===== config.mk =====
export PLATFORM = sky130hd
export DESIGN_NAME = atm_bank_responder
export DESIGN_NICKNAME = d
export VERILOG_FILES = /design/src/rtl/atm_pkg.sv /design/src/rtl/atm_pin_guard.sv /design/src/rtl/atm_bank_responder.sv
export SDC_FILE = /design/constraint.sdc
export NUM_CORES = 1
export LEC_CHECK = 0
export BUFFER_PORTS_ARGS = -buffer_cell sky130_fd_sc_hd__buf_2
export CAP_MARGIN = 20
export CORE_ASPECT_RATIO = 1.5
export CORE_MARGIN = 5
export CORE_UTILIZATION = 50
export DETAILED_ROUTE_END_ITERATION = 16
export PLACE_DENSITY_LB_ADDON = 0.25
export RECOVER_POWER = 50
export SLEW_MARGIN = 20
export SYNTH_ARGS = -nofsm -noshare
export SYNTH_HDL_FRONTEND = slang
export SYNTH_HIERARCHICAL = 1
export SYNTH_SLANG_ARGS = --single-unit

===== constraint.sdc =====
create_clock -name clk -period 6.9 [get_ports clk]
set_input_delay 1.38 -clock clk [delete_from_list [all_inputs] [get_ports clk]]
set_output_delay 1.38 -clock clk [all_outputs]
set_load 0.05 [all_outputs]

===== src/rtl/atm_pkg.sv =====
// Shared types for the ATM bank responder: request ops, response codes and FSM states.
package atm_pkg;

  typedef enum logic [1:0] {
    OP_VERIFY   = 2'd0,
    OP_WITHDRAW = 2'd1,
    OP_BALANCE  = 2'd2,
    OP_LOGOUT   = 2'd3
  } op_e;

  typedef enum logic [2:0] {
    RSP_OK      = 3'd0,
    RSP_BAD_PIN = 3'd1,
    RSP_LOCKED  = 3'd2,
    RSP_NO_AUTH = 3'd3,
    RSP_INSUFF  = 3'd4,
    RSP_BAD_AMT = 3'd5
  } rsp_code_e;

  typedef enum logic [1:0] {
    ST_IDLE = 2'd0,
    ST_EXEC = 2'd1,
    ST_RESP = 2'd2
  } state_e;

endpackage


===== src/rtl/atm_pin_guard.sv =====
// Wrong-PIN attempt counter and lockout latch. Only reset clears the lock.
module atm_pin_guard #(
  parameter int unsigned MAX_TRIES = 3
) (
  input  logic clk,
  input  logic reset_n,
  input  logic check_i,
  input  logic match_i,
  output logic locked_o,
  output logic fail_is_lock_o
);

  localparam int unsigned TriesW = $clog2(MAX_TRIES + 1);

  logic [TriesW-1:0] tries_q, tries_d, tries_inc;
  logic              locked_q, locked_d;

  assign tries_inc      = tries_q + TriesW'(1);
  // High when one more wrong PIN would exhaust the allowance.
  assign fail_is_lock_o = (tries_inc == TriesW'(MAX_TRIES));
  assign locked_o       = locked_q;

  always_comb begin
    tries_d  = tries_q;
    locked_d = locked_q;
    if (check_i && !locked_q) begin
      if (match_i) begin
        tries_d = '0;
      end else begin
        tries_d = tries_inc;
        if (fail_is_lock_o) begin
          locked_d = 1'b1;
        end
      end
    end
  end

  always_ff @(posedge clk or negedge reset_n) begin
    if (!reset_n) begin
      tries_q  <= '0;
      locked_q <= 1'b0;
    end else begin
      tries_q  <= tries_d;
      locked_q <= locked_d;
    end
  end

endmodule


===== src/rtl/atm_bank_responder.sv =====
// Account-side responder: accepts one request, evaluates it after a fixed lookup latency,
// commits session/lock/balance state and holds a coded response until it is taken.
module atm_bank_responder
  import atm_pkg::*;
#(
  parameter int unsigned       PIN_W        = 16,
  parameter logic [PIN_W-1:0]  PIN_VALUE    = 16'h1234,
  parameter int unsigned       AMT_W        = 8,
  parameter int unsigned       BAL_W        = 16,
  parameter int unsigned       INIT_BALANCE = 500,
  parameter int unsigned       MAX_TRIES    = 3,
  parameter int unsigned       BUSY_CYCLES  = 2
) (
  input  logic             clk,
  input  logic             reset_n,
  input  logic             req_valid,
  output logic             req_ready,
  input  logic [1:0]       req_op,
  input  logic [PIN_W-1:0] req_pin,
  input  logic [AMT_W-1:0] req_amount,
  output logic             rsp_valid,
  input  logic             rsp_ready,
  output logic [2:0]       rsp_code,
  output logic [BAL_W-1:0] rsp_balance,
  output logic             session_active,
  output logic             locked
);

  localparam int unsigned CntW = $clog2(BUSY_CYCLES + 1);

  state_e            state_q, state_d;
  logic [CntW-1:0]   cnt_q, cnt_d;
  op_e               op_q, op_d;
  logic [PIN_W-1:0]  pin_q, pin_d;
  logic [AMT_W-1:0]  amt_q, amt_d;
  logic [BAL_W-1:0]  bal_q, bal_d;
  logic              sess_q, sess_d;
  rsp_code_e         code_q, code_d;
  logic [BAL_W-1:0]  rsp_bal_q, rsp_bal_d;

  logic              commit;
  logic              pin_match;
  logic              pin_check;
  logic              locked_w;
  logic              fail_is_lock;
  logic [BAL_W-1:0]  amt_ext;
  rsp_code_e         eval_code;
  logic              eval_sess;
  logic [BAL_W-1:0]  eval_bal;

  assign commit    = (state_q == ST_EXEC) && (cnt_q == '0);
  assign pin_match = (pin_q == PIN_VALUE);
  assign pin_check = commit && (op_q == OP_VERIFY);
  assign amt_ext   = BAL_W'(amt_q);

  atm_pin_guard #(
    .MAX_TRIES (MAX_TRIES)
  ) u_pin_guard (
    .clk            (clk),
    .reset_n        (reset_n),
    .check_i        (pin_check),
    .match_i        (pin_match),
    .locked_o       (locked_w),
    .fail_is_lock_o (fail_is_lock)
  );

  // Outcome of the captured request against current state; only applied on commit.
  always_comb begin
    eval_code = RSP_OK;
    eval_sess = sess_q;
    eval_bal  = bal_q;
    unique case (op_q)
      OP_VERIFY: begin
        if (locked_w) begin
          eval_code = RSP_LOCKED;
        end else if (pin_match) begin
          eval_sess = 1'b1;
        end else begin
          eval_sess = 1'b0;
          eval_code = fail_is_lock ? RSP_LOCKED : RSP_BAD_PIN;
        end
      end
      OP_WITHDRAW: begin
        if (!sess_q) begin
          eval_code = RSP_NO_AUTH;
        end else if (amt_q == '0) begin
          eval_code = RSP_BAD_AMT;
        end else if (amt_ext > bal_q) begin
          eval_code = RSP_INSUFF;
        end else begin
          eval_bal = bal_q - amt_ext;
        end
      end
      OP_BALANCE: begin
        if (!sess_q) begin
          eval_code = RSP_NO_AUTH;
        end
      end
      OP_LOGOUT: begin
        eval_sess = 1'b0;
      end
      default: begin
        eval_code = RSP_OK;
      end
    endcase
  end

  always_comb begin
    state_d   = state_q;
    cnt_d     = cnt_q;
    op_d      = op_q;
    pin_d     = pin_q;
    amt_d     = amt_q;
    bal_d     = bal_q;
    sess_d    = sess_q;
    code_d    = code_q;
    rsp_bal_d = rsp_bal_q;
    unique case (state_q)
      ST_IDLE: begin
        if (req_valid) begin
          op_d    = op_e'(req_op);
          pin_d   = req_pin;
          amt_d   = req_amount;
          cnt_d   = CntW'(BUSY_CYCLES);
          state_d = ST_EXEC;
        end
      end
      ST_EXEC: begin
        if (commit) begin
          bal_d     = eval_bal;
          sess_d    = eval_sess;
          code_d    = eval_code;
          rsp_bal_d = eval_sess ? eval_bal : '0;
          state_d   = ST_RESP;
        end else begin
          cnt_d = cnt_q - CntW'(1);
        end
      end
      ST_RESP: begin
        if (rsp_ready) begin
          state_d = ST_IDLE;
        end
      end
      default: begin
        state_d = ST_IDLE;
      end
    endcase
  end

  always_ff @(posedge clk or negedge reset_n) begin
    if (!reset_n) begin
      state_q   <= ST_IDLE;
      cnt_q     <= '0;
      op_q      <= OP_VERIFY;
      pin_q     <= '0;
      amt_q     <= '0;
      bal_q     <= BAL_W'(INIT_BALANCE);
      sess_q    <= 1'b0;
      code_q    <= RSP_OK;
      rsp_bal_q <= '0;
    end else begin
      state_q   <= state_d;
      cnt_q     <= cnt_d;
      op_q      <= op_d;
      pin_q     <= pin_d;
      amt_q     <= amt_d;
      bal_q     <= bal_d;
      sess_q    <= sess_d;
      code_q    <= code_d;
      rsp_bal_q <= rsp_bal_d;
    end
  end

  assign req_ready      = (state_q == ST_IDLE);
  assign rsp_valid      = (state_q == ST_RESP);
  assign rsp_code       = code_q;
  assign rsp_balance    = rsp_bal_q;
  assign session_active = sess_q;
  assign locked         = locked_w;

endmodule


# Yosys cells after proc, flatten, opt, wreduce, memory -nomap -nowiden
# Index checks and enable logic that the tools add are counted.
# word_totals
regBits	69
wordCells	65
out_inout_bits	23
inputBits	30
# op_classes
muxes	24
add_sub_neg	3
magnitude_cmp	1
bitwise_logic	1
eq_ne	11
n_reduce_logical	14
# op_table
cell	n
$mux W16	5
$mux W2	10
$eq A16 B13 Y1 const B	1
$gt A8 B16 Y1	1
$sub A16 B8 Y16	1
$mux W3	3
$pmux W3 S3	1
$reduce_and A3 Y1	3
$eq A2 B2 Y1 const B	4
$logic_not A8 Y1	1
$logic_not A2 Y1	3
$ne A2 B2 Y1 const B	3
$pmux W2 S3	1
$eq A2 B1 Y1 const B	2
$pmux W2 S2	1
$reduce_and A2 Y1	2
$logic_and A1 B1 Y1	3
$add A2 B1 Y2 const B	1
$mux W1	2
$ne A2 B1 Y1 const B	1
$pmux W1 S2	1
$reduce_bool A2 Y1	1
$sub A2 B1 Y2 const B	1
$logic_not A1 Y1	1
$not A1 Y1	1

# Longest topological paths before layout
# depth
depth_word	6
depth_mapped	10
mapped_depth_nobuf	9

# Modules after synthesis
# Netlist, hierarchy kept.
# by_module_without_submodules
module	n_inst	seq_area_each_um2	area_each_um2	cells_each
atm_bank_responder	1	1659.1	3424.5	331
atm_pin_guard	1	75.1	153.9	12

# Worst setup path after synthesis
# Ideal clock, no wire load.
# synth_path
kind	input-to-reg
start	input port req_valid
end	register pin_q[10]
path_stages	4
setup_time_ps	125
t_required_ps	6775
t_arrival_ps	2460
path_slack_ps	4315
n_path_buf	2
cell_sequence	and2_1 clkbuf_1 clkbuf_1 mux2_2
# synth_between
elab_chain_len	1
# synth_lines
element	line_no	source
start: declaration	atm_bank_responder.sv:16	input logic req_valid,
$reduce_and A2 Y1 (no source line)	--	
end signal: assignment	atm_bank_responder.sv:165	pin_q <= pin_d;
end: declaration	atm_bank_responder.sv:34	logic [PIN_W-1:0] pin_q, pin_d;
# Every way passes these cells.
# A chain may end at the register's enable or synchronous reset.

# Worst setup path after layout
# layout_path
start	register cnt_q[0]
end	register rsp_bal_q[5] (netlist: rsp_balance[5])
# layout_between
elab_chain_len	3
# layout_lines
element	line_no	source
start: declaration	atm_bank_responder.sv:32	logic [CntW-1:0] cnt_q, cnt_d;
start signal: assignment	atm_bank_responder.sv:163	cnt_q <= cnt_d;
$logic_not A2 Y1	atm_bank_responder.sv:51	assign commit = (state_q == ST_EXEC) && (cnt_q == '0);
$logic_and A1 B1 Y1	atm_bank_responder.sv:51	
$reduce_and A2 Y1 (no source line)	--	
end signal: assignment	atm_bank_responder.sv:170	rsp_bal_q <= rsp_bal_d;
end: declaration	atm_bank_responder.sv:39	logic [BAL_W-1:0] rsp_bal_q, rsp_bal_d;
# Every way passes these cells.

==> flow_metrics.tcl <==
set metrics [dict create \
    run_status "finished, final reports clean" \
    synth_nets 389 \
    max-slew-margin-rel_pct 2.62 \
    timing.max_cap.violations 0 \
    worst_setup_hold_path_clk_slew_ns 0.07 \
    ys_seq_elements 69 \
    min-delay-path-class "reg2reg" \
    cts_hold_buf 0 \
    ios 53 \
    worst_reg_to_reg_setup_slack_ns 3.90 \
    cpPeakStageDelay_ns 0.98 \
    cp_data_arrival_time_ns 3.21 \
    fp-row-count 37 \
    power-per-cell-area_nw_per_um2 359 \
    drt_iter0_markers 111 \
    slowest_stage "clkbuf_1" \
    asyncSetResetFlopFracSynth_pct 100 \
    routed-via-count 2691 \
    clock_sink_count 69 \
    port_buffers 52 \
    achievable-frequency_mhz 333 \
    finish.cell_count_without_fillers 478 \
    synth-compound-area-share_pct 13.3 \
    num_antenna_cells 0 \
    worstSetupEndpointType "flop" \
    post_synth_fa_ha_maj_area_fraction_pct 5.80 \
    gp_congestion 0.809 \
    tightest_slew_ns 1.46 \
    netlist_instances 343 \
    post_layout_nets 442 \
    reg2reg_depth 8 \
    post_synth_xor_area_fraction_pct 4.16 \
    grtUsageTotal_pct 17.5 \
    setup_violations 0 \
    timing_hold_violations_final 0 \
    rsz0062_at_grt "false" \
    synthDominantCellAreaShare_pct 44.1 \
    cts_resized 0 \
    synth_enable_flop_cells 0 \
    clock_tree.root_cell "clkbuf_8" \
    required_ns 7.11 \
    instance_count_after_placement_with_tap_cells_included 463 \
    share_of_the_clock_period_used_by_the_worst_path_pct 43.5 \
    cts_made_buffers 9 \
    mostFrequentLayoutCell "dfrtp_1" \
    start_kind "flop" \
    criticalPathCategory "reg2reg" \
    timing.hold.worst_path_depth 2 \
    flow.area_growth_from_synthesis_pct 15.5 \
    htreeDepth 3 \
    wl_microns 7290 \
    worst_ir_drop_vdd_mv 0.258 \
    detail_route.first_pass.iterations 4 \
    total_leakage_power_nw 1.95 \
    routed_wire_length_per_instance_microns 15.2 \
    dieArea_sq_um 8980 \
    insertion_delay_ns 0.35 \
    synth_top_family_by_area "simple AND/OR/NAND/NOR gates" \
    detail_route.vias_per_cell 5.63 \
    grt_overflow 0 \
    drcViolationCount 0 \
    residual_antenna_violating_net_count_after_detailed_routing 0 \
    critical_path.reg2reg.startpoint "cnt_q[0]$_DFFE_PN0P_" \
    final_cell_mix "dfrtp_1, buf_2, nand2_1, o21ai_0, nor2_1" \
    clock-skew-final_ns 0.0107 \
    path_cells "inv_1 -> ha_1 -> nand3_1 -> clkbuf_1 -> nor2_1 -> a32oi_1 -> buf_4 -> o311ai_0" \
    hpwl_microns 5370 \
    report.final.slew_viol_count 0 \
    number_of_antenna_violations_at_the_first_check_in_global_routing 0 \
    initial_utilization_pct 51.5 \
    hold_start "rsp_balance[12]$_DFFE_PN0P_" \
    finalSetupTns_ns 0 \
    seq_area_frac_synth_pct 48.5 \
    postSynthAreaPerCell_sq_um 10.4 \
    first_global_vias 2629 \
    ys_top_cells_by_area "dfrtp_1, mux2_2, ha_1" \
    synth_area_sq_um 3580 \
    tritoncts_clock_tree "done" \
    die_y_microns 114 \
    cts.repair_timing.setup_buffer_count 0 \
    ys_types 51 \
    chipWidth_microns 79.1 \
    core_outline_area_sq_um 6940 \
    yosys_warnings 6 \
    cp_max_fo 29 \
    finalWorstPathRequiredPeriod_ns 3.00 \
    synth_largest_area_cell "dfrtp_1" \
    synth_simple_gate_area_share_pct 14.3 \
    whs_endpoint "rsp_balance[12]$_DFFE_PN0P_" \
    r2r_path_end "rsp_balance[5]$_DFFE_PN0P_" \
    ctsLongestPathBuffers 2 \
    synth_top_flop_cell "dfrtp_1" \
    first_pass_grt_wire_length_microns 12300 \
    largest_net_degree_at_the_start_of_global_routing 70 \
    yosys-mux-area-fraction_pct 10.0 \
    post_route_cells_drive_above_1_share_pct 26.3 \
]
## per-stage QoR
step	total power [W]	hold WS [ns]	worst slack (ns)	util (%)	area [sq um]
2_1_floorplan	0.000965	0.450	4.31	-	3580
3_3_place_gp	0.00107	0.455	4.21	56.0	3890
3_5_place_dp	0.00109	0.465	4.17	56.1	3890
4_1_cts	0.00150	0.480	4.16	59.6	4140
5_1_grt	0.00159	0.511	3.49	59.5	4130
6_report	0.00148	0.471	3.90	59.5	4130
## power by group
group          total (W)  internal, W  switching (W)
combinational   0.000502     0.000215       0.000287
sequential      0.000576     0.000507      0.0000692
clock           0.000406     0.000257       0.000149
## critical path: cells and delay by family (launching register included)
| kind | cells | cell delay [ns] |
|---|---|---|
| flip-flops | 1 | 0.39 |
| adder cells (fa/ha/maj) | 1 | 0.23 |
| AO/OA/AOI/OAI | 2 | 0.67 |
| buffers and inverters | 3 | 1.31 |
| AND/OR/NAND/NOR | 2 | 0.25 |
## area by class of cell
| cell class | instances | area [sq um] |
|---|---|---|
| fillers | 600 | 2810 |
| flip-flops and latches | 69 | 1730 |
| multi-input cells | 241 | 1700 |
| repair buffers | 56 | 282 |
| clock buffers | 11 | 151 |
| well taps | 78 | 97.6 |
| clock inverters | 4 | 95.1 |
| inverters | 19 | 71.3 |
## metal layers
layer / track usage (%) / up-vias / part of all wire (%)
li1: - / 1321 / -
met1: 21.6 / 1310 / 43
met2: 29.4 / 48 / 51
met3: 3.55 / 12 / 3.9
met4: 7.91 / 0 / 2.0
met5: 0 / - / 0
## sequential cells by signal, indices dropped and copies added (netlist names)
name and count:
state_q 2, amt_q 8, u_pin_guard/locked_o 1, pin_q 16, session_active 1, cnt_q 2, u_pin_guard/tries_q 2, rsp_balance 16
op_q 2, bal_q 16, rsp_code 3
## Yosys cell counts (all sizes together) (3+ instances only)
master / count
dfrtp: 63
nand2: 39
o21ai: 29
nor2: 27
mux2: 24
inv: 19
ha: 15
xor2: 13
clkbuf: 9
mux2i: 8
nor3: 8
a21oi: 7
dfstp: 6
o211ai: 6
buf: 5
nand3: 5
o21a: 5
nand4: 4
nor2b: 4
o21bai: 4
xnor2: 4
a32oi: 3
nor3b: 3
nor4b: 3
o31a: 3
o31ai: 3
or4: 3
## logic make-up (layout without fill, tap and decap cells)
| logic type | Yosys count | count (layout) |
|---|---|---|
| buf+inv | 33 | 90 |
| fa+ha+maj | 16 | 16 |
| flops | 69 | 69 |
| mux | 32 | 32 |
| xor+xnor | 17 | 17 |
| compound gates | 71 | 71 |
| simple gates | 105 | 105 |
## how the worst max path moves through the flow
stage,start,endpoint,cells past startpoint
2_1_floorplan,req_valid,pin_q[10]$_DFFE_PN0P_,4
3_3_place_gp,bal_q[2]$_DFFE_PN1P_,bal_q[3]$_DFFE_PN0P_,6
3_5_place_dp,bal_q[2]$_DFFE_PN1P_,bal_q[3]$_DFFE_PN0P_,6
4_1_cts,bal_q[2]$_DFFE_PN1P_,bal_q[3]$_DFFE_PN0P_,6
5_1_grt,cnt_q[0]$_DFFE_PN0P_,rsp_balance[5]$_DFFE_PN0P_,8
6_report,cnt_q[0]$_DFFE_PN0P_,rsp_balance[5]$_DFFE_PN0P_,8
Power figures use the tool's default switching activity.
